File: src/rtl/colour_scan_ctrl.sv
// colour_scan_ctrl
// Sequences a colour-sensor scan. It steps the photodiode filter through red,
// blue, green (and, optionally, clear). After each filter change it waits for
// the sensor to settle, then measures one high pulse of the sensor output in
// clk cycles.
//
// Ports
//   clk          system clock, all logic on posedge
//   rst          synchronous, active-high reset
//   start        one-cycle scan request, honoured only when idle
//   colour_freq  asynchronous sensor square wave
//   ready        consumer accepts the result while valid is high
//   s2, s3       sensor filter select
//   busy         scan accepted and result not yet taken
//   valid        result available (counts and timeout stable while high)
//   red_cnt, blue_cnt, green_cnt, clear_cnt  high-pulse widths in clk cycles
//   timeout      per-channel timeout flags {clear, green, blue, red}
//
// Build option
//   COLOUR_SCAN_CLEAR_EN  when defined, the clear channel (s2=1, s3=0) is
//                         scanned fourth. Otherwise clear_cnt and timeout[3]
//                         are tied to 0.
//
// State table
//   IDLE    | waiting for start
//   SETTLE  | filter just changed, waiting SETTLE_CYC cycles
//   ARM     | waiting for a synchronized rising edge (timeout running)
//   MEASURE | counting high cycles until the falling edge (timeout running)
//   NEXT    | pick the next channel or finish
//   DONE    | valid high, waiting for ready
module colour_scan_ctrl #(
  parameter int SETTLE_CYC  = 500,
  parameter int TIMEOUT_CYC = 60000,
  parameter int CNT_W       = 16
) (
  input  logic             clk,
  input  logic             rst,
  input  logic             start,
  input  logic             colour_freq,
  input  logic             ready,
  output logic             s2,
  output logic             s3,
  output logic             busy,
  output logic             valid,
  output logic [CNT_W-1:0] red_cnt,
  output logic [CNT_W-1:0] blue_cnt,
  output logic [CNT_W-1:0] green_cnt,
  output logic [CNT_W-1:0] clear_cnt,
  output logic [3:0]       timeout
);

  localparam int SET_W = (SETTLE_CYC > 1) ? $clog2(SETTLE_CYC) : 1;
  localparam int TMO_W = (TIMEOUT_CYC > 1) ? $clog2(TIMEOUT_CYC) : 1;

`ifdef COLOUR_SCAN_CLEAR_EN
  localparam int         NCH     = 4;
  localparam logic [1:0] LAST_CH = 2'd3;
`else
  localparam int         NCH     = 3;
  localparam logic [1:0] LAST_CH = 2'd2;
`endif

  typedef enum logic [2:0] {IDLE, SETTLE, ARM, MEASURE, NEXT, DONE} state_t;

  state_t             state_q, state_d;
  logic               sync1_q, freq_s_q, freq_d_q;
  logic               rise, fall;
  logic [1:0]         ch_q;
  logic [SET_W-1:0]   settle_q;
  logic [TMO_W-1:0]   tmo_q;
  logic [CNT_W-1:0]   width_q;
  logic [NCH-1:0]     tout_q;
  logic               accept, advance, arm_entry, got_rise, got_fall, tmo_hit;
  logic               wr_en;
  logic [CNT_W-1:0]   wr_val;

  // Filter code for each channel index: red, blue, green, clear.
  function automatic logic [1:0] filt(input logic [1:0] ch);
    case (ch)
      2'd0:    filt = 2'b00;
      2'd1:    filt = 2'b01;
      2'd2:    filt = 2'b11;
      default: filt = 2'b10;
    endcase
  endfunction

  always_ff @(posedge clk) begin
    if (rst) begin
      sync1_q  <= 1'b0;
      freq_s_q <= 1'b0;
      freq_d_q <= 1'b0;
    end else begin
      sync1_q  <= colour_freq;
      freq_s_q <= sync1_q;
      freq_d_q <= freq_s_q;
    end
  end

  assign rise = freq_s_q & ~freq_d_q;
  assign fall = ~freq_s_q & freq_d_q;

  always_ff @(posedge clk) begin
    if (rst) state_q <= IDLE;
    else     state_q <= state_d;
  end

  always_comb begin
    state_d   = state_q;
    accept    = 1'b0;
    advance   = 1'b0;
    arm_entry = 1'b0;
    got_rise  = 1'b0;
    got_fall  = 1'b0;
    tmo_hit   = 1'b0;
    unique case (state_q)
      IDLE: begin
        if (start) begin
          accept  = 1'b1;
          state_d = SETTLE;
        end
      end
      SETTLE: begin
        if (settle_q == '0) begin
          arm_entry = 1'b1;
          state_d   = ARM;
        end
      end
      ARM: begin
        if (tmo_q == '0) begin
          tmo_hit = 1'b1;
          state_d = NEXT;
        end else if (rise) begin
          got_rise = 1'b1;
          state_d  = MEASURE;
        end
      end
      MEASURE: begin
        // A completed pulse wins over a timeout landing on the same cycle.
        if (fall) begin
          got_fall = 1'b1;
          state_d  = NEXT;
        end else if (tmo_q == '0) begin
          tmo_hit = 1'b1;
          state_d = NEXT;
        end
      end
      NEXT: begin
        if (ch_q == LAST_CH) begin
          state_d = DONE;
        end else begin
          advance = 1'b1;
          state_d = SETTLE;
        end
      end
      DONE: begin
        if (ready) state_d = IDLE;
      end
      default: state_d = IDLE;
    endcase
  end

  assign busy   = (state_q != IDLE);
  assign valid  = (state_q == DONE);
  assign wr_en  = got_fall | tmo_hit;
  assign wr_val = tmo_hit ? '1 : width_q;

  // Filter select changes on the same edge that enters SETTLE.
  always_ff @(posedge clk) begin
    if (rst) begin
      ch_q <= 2'd0;
      s2   <= 1'b0;
      s3   <= 1'b0;
    end else if (accept) begin
      ch_q     <= 2'd0;
      {s2, s3} <= filt(2'd0);
    end else if (advance) begin
      ch_q     <= ch_q + 2'd1;
      {s2, s3} <= filt(ch_q + 2'd1);
    end
  end

  always_ff @(posedge clk) begin
    if (rst) begin
      settle_q <= '0;
      tmo_q    <= '0;
      width_q  <= '0;
    end else begin
      if (accept || advance)
        settle_q <= SET_W'(SETTLE_CYC - 1);
      else if (state_q == SETTLE && settle_q != '0)
        settle_q <= settle_q - 1'b1;

      if (arm_entry)
        tmo_q <= TMO_W'(TIMEOUT_CYC - 1);
      else if ((state_q == ARM || state_q == MEASURE) && tmo_q != '0)
        tmo_q <= tmo_q - 1'b1;

      // The rising-edge cycle is already a high cycle, so the width starts at 1.
      if (got_rise)
        width_q <= CNT_W'(1);
      else if (state_q == MEASURE && freq_s_q && width_q != '1)
        width_q <= width_q + 1'b1;
    end
  end

  always_ff @(posedge clk) begin
    if (rst) begin
      red_cnt   <= '0;
      blue_cnt  <= '0;
      green_cnt <= '0;
`ifdef COLOUR_SCAN_CLEAR_EN
      clear_cnt <= '0;
`endif
      tout_q    <= '0;
    end else begin
      if (accept) tout_q <= '0;
      if (wr_en) begin
        case (ch_q)
          2'd0: begin red_cnt   <= wr_val; if (tmo_hit) tout_q[0] <= 1'b1; end
          2'd1: begin blue_cnt  <= wr_val; if (tmo_hit) tout_q[1] <= 1'b1; end
          2'd2: begin green_cnt <= wr_val; if (tmo_hit) tout_q[2] <= 1'b1; end
`ifdef COLOUR_SCAN_CLEAR_EN
          2'd3: begin clear_cnt <= wr_val; if (tmo_hit) tout_q[3] <= 1'b1; end
`endif
          default: ;
        endcase
      end
    end
  end

`ifndef COLOUR_SCAN_CLEAR_EN
  assign clear_cnt = '0;
`endif
  assign timeout = 4'(tout_q);

endmodule

File: config.mk
export PLATFORM = sky130hd
export DESIGN_NAME = colour_scan_ctrl
export DESIGN_NICKNAME = d
export VERILOG_FILES = /design/src/rtl/colour_scan_ctrl.sv
export SDC_FILE = /design/constraint.sdc
export NUM_CORES = 1
export LEC_CHECK = 0
export CAP_MARGIN = 20
export CORE_UTILIZATION = 51
export DETAILED_ROUTE_END_ITERATION = 12
export GPL_TIMING_DRIVEN = 0
export PLACE_DENSITY = 0.79
export SYNTH_ARGS = -nofsm -noshare
export SYNTH_HDL_FRONTEND = slang
export SYNTH_SLANG_ARGS = --single-unit
File: constraint.sdc
create_clock -name clk -period 4.2 [get_ports clk]
set_clock_uncertainty 0.1 [all_clocks]
set_input_delay 0.42 -clock clk [delete_from_list [all_inputs] [get_ports clk]]
set_output_delay 0.42 -clock clk [all_outputs]
set_load 0.02 [all_outputs]
==> out/summary.txt <==
EDFF count, synth = 0
IO Pins = 77
vias in the first global route = 3397
Synth Instances = 491
DP Wirelength = 7570 um
worst hold path stage count = 1
P&R area growth vs syn = 21.6%
Peak VDD IR = 390 uV
library cells used by synthesis = 53
share of cells above drive strength 1 = 12.0%
Hold Crit Class = register to register
synthesized area per cell = 9.14 um2
max-slew violation count = 0
Final Critical Period = 2.57 ns
Post-DP Area = 5260 um2
initial antenna violation count = 0
overall routing resource usage = 22.9%
worst-skew pair later-pin latency = 0.37 ns
Die W = 95.8 um
placement row count = 33
Fmax = 389 MHz
Final ANT Viol Nets = 0
Synth top area share = 45.1%
post-synthesis sequential area ratio = 45.1%
CP arrival = 2.05 ns
Worst Max-Slew Pin Slew = 0.662 ns
RePlAce Congestion = 0.898
# fillers = 695
mapped cell area = 4490 um2
Critical-path top delay cell = clkdlybuf4s50_1
# Post-CTS Setup Buffers = 0
synth top area cells = dfxtp_1 (45%), a21oi_1 (5.7%), o21a_1 (5.5%), o221a_2 (3.8%), xnor2_1 (3.3%)
setup TNS = 0 ns
final WL = 10000 um
final setup violation count = 0
# DRC = 0
1st-iter DRT viols = 246
Async S/R FF share, synth = 0%
Final Hold Vio Count = 0
Starting Density = 53.5%
synthesized flop and latch total = 101
CTS Sinks = 101
CP cell instances = clkbuf_1 -> and3_1 -> clkdlybuf4s50_1
H-Tree Depth = 3
Worst Path Required = 3.68 ns
Worst setup SP type = register
Yosys Warn Count = 0
Inserted Clock Buffers = 9
clk buf depth = 2
number of diodes = 0
CTS tree = done
gr ovfl total = 0
PD cells = 611 nW/um2
total leakage power = 1.98 nW
status = finished clean
largest net degree at the start of global routing = 20
Root Driver = clkbuf_8
die area = 9180 um2
Critical Path Max Stage Delay = 0.61 ns
worst reg-to-reg path cell count = 6
WL/cell = 14.6 um
Setup CP Type = register to primary output
fin area = 5460 um2
max-cap viol count = 0
cell family with most CP delay = buffers and inverters
prevailing post-synth register cell = dfxtp_1
Final nets = 589
router iterations before antenna repair = 5
area leader, netlist = dfxtp_1
Via density = 5.51
PortBufs = 58
CP Max Fanout = 10
CP Capture Type = primary output
first-pass GRT wire length = 16200 um
Final period util = 61.2%
CTS Hold Bufs = 0
via count = 3787
WP buf/inv = 2
CORE AREA = 8380 um2
post-cts resize count = 0
RSZ-0062 raised after global routing = no
clk slew on worst S/H paths = 0.10 ns
height of the die = 95.8 um
Slew headroom = 55.5%
critical path depth = 3
-- power by group --
group / switching, mW / internal, mW
clock network: 0.369 / 0.231
logic: 0.881 / 0.579
registers: 0.149 / 1.12
total: 1.40 / 1.93
-- registers in the layout (all words and copies together) (netlist names) --
| name | flops |
|---|---|
| blue_cnt | 16 |
| green_cnt | 16 |
| red_cnt | 16 |
| tmo_q | 16 |
| width_q | 16 |
| settle_q | 9 |
| state_q | 3 |
| tout_q | 3 |
| ch_q | 1 |
| freq_d_q | 1 |
| freq_s_q | 1 |
| s2 | 1 |
| s3 | 1 |
| sync1_q | 1 |
-- per-stage QoR --
step | instances | setup WS [ns] | utilization, % | hold WS (ns) | power [mW]
final | 687 | 1.63 | 65.1 | 0.359 | 3.33
after global routing | 687 | 1.52 | 65.1 | 0.376 | 3.55
after CTS | 686 | 1.65 | 65.0 | 0.361 | 3.33
after detailed placement | 670 | 1.75 | 62.8 | 0.336 | 2.73
after global placement | 670 | 1.91 | 62.8 | 0.321 | 2.70
after floorplan | 507 | 2.16 | - | 0.314 | 2.35
-- final timing paths --
check / endpoint / from / slack (ns)
min reg2reg: freq_s_q / sync1_q / 0.36
min: freq_s_q / sync1_q / 0.36
max reg2reg: width_q[0] / width_q[7] / 1.86
max: valid / state_q[0] / 1.63
-- cells in the final DEF (no fill, tap or decap), types with 4 or more instances in the layout --
| cell | instances |
|---|---|
| a211oi_1 | 5 |
| a21oi_1 | 51 |
| a31oi_1 | 4 |
| and3_1 | 4 |
| buf_2 | 4 |
| buf_4 | 19 |
| clkbuf_1 | 18 |
| clkbuf_8 | 9 |
| clkdlybuf4s50_1 | 58 |
| conb_1 | 17 |
| dfxtp_1 | 101 |
| ha_1 | 7 |
| inv_1 | 25 |
| nand2_1 | 20 |
| nand2b_1 | 4 |
| nand3_1 | 7 |
| nand4_1 | 10 |
| nor2_1 | 36 |
| nor3_1 | 20 |
| nor4_1 | 15 |
| o21a_1 | 33 |
| o21ai_0 | 8 |
| o221a_2 | 15 |
| xnor2_1 | 17 |
| xor2_1 | 16 |
-- metal layers --
metal | GRT usage [%] | wire length, um | vias to the layer above
li1 | - | - | 1890
met1 | 32.5 | 4760 | 1751
met2 | 35.3 | 4550 | 129
met3 | 3.87 | 539 | 17
met4 | 7.46 | 153 | 0
met5 | 0 | 0 | -
-- cell type report --
class	instances	area (um2)	area share, %
Clock buffer	9	124	2.27
Inverter	26	97.6	1.79
Clock inverter	7	67.6	1.24
Multi-Input combinational cell	338	2190	40.1
Sequential cell	101	2020	37.1
Timing Repair Buffer	59	586	10.7
Buffer	42	241	4.43
Tap cell	105	131	2.41
-- cell usage after synthesis (all sizes together) (3+ instances only) --
master and count:
a211oi 5, nor4b 3, nand2 20, clkbuf 18, o211ai 3, buf 24
nand3 7, xnor2 17, o21ai 8, inv 25, xor2 16, ha 7
nor3 20, a22o 3, a21oi 53, a31oi 4, or4 3, nor2 39
and2 3, nor4 15, and3 4, nor2b 3, dfxtp 101, o21a 33
or2 3, nand2b 4, nand4 10, o221a 16
-- logic make-up (layout without fill, tap and decap cells) --
family                   count (synthesis)  count (layout)  share of synthesized area [%]
multiplexers                             1               1                          0.223
AND/OR/NAND/NOR                        143             143                           17.4
adder cells (fa/ha/maj)                  7               7                           1.95
buffers and inverters                   68             143                           7.55
other                                    1              17                         0.0836
AO/OA/AOI/OAI                          137             137                           21.3
flip-flops                             101             101                           45.1
XOR/XNOR                                33              33                           6.44
Power figures use the tool's default switching activity.
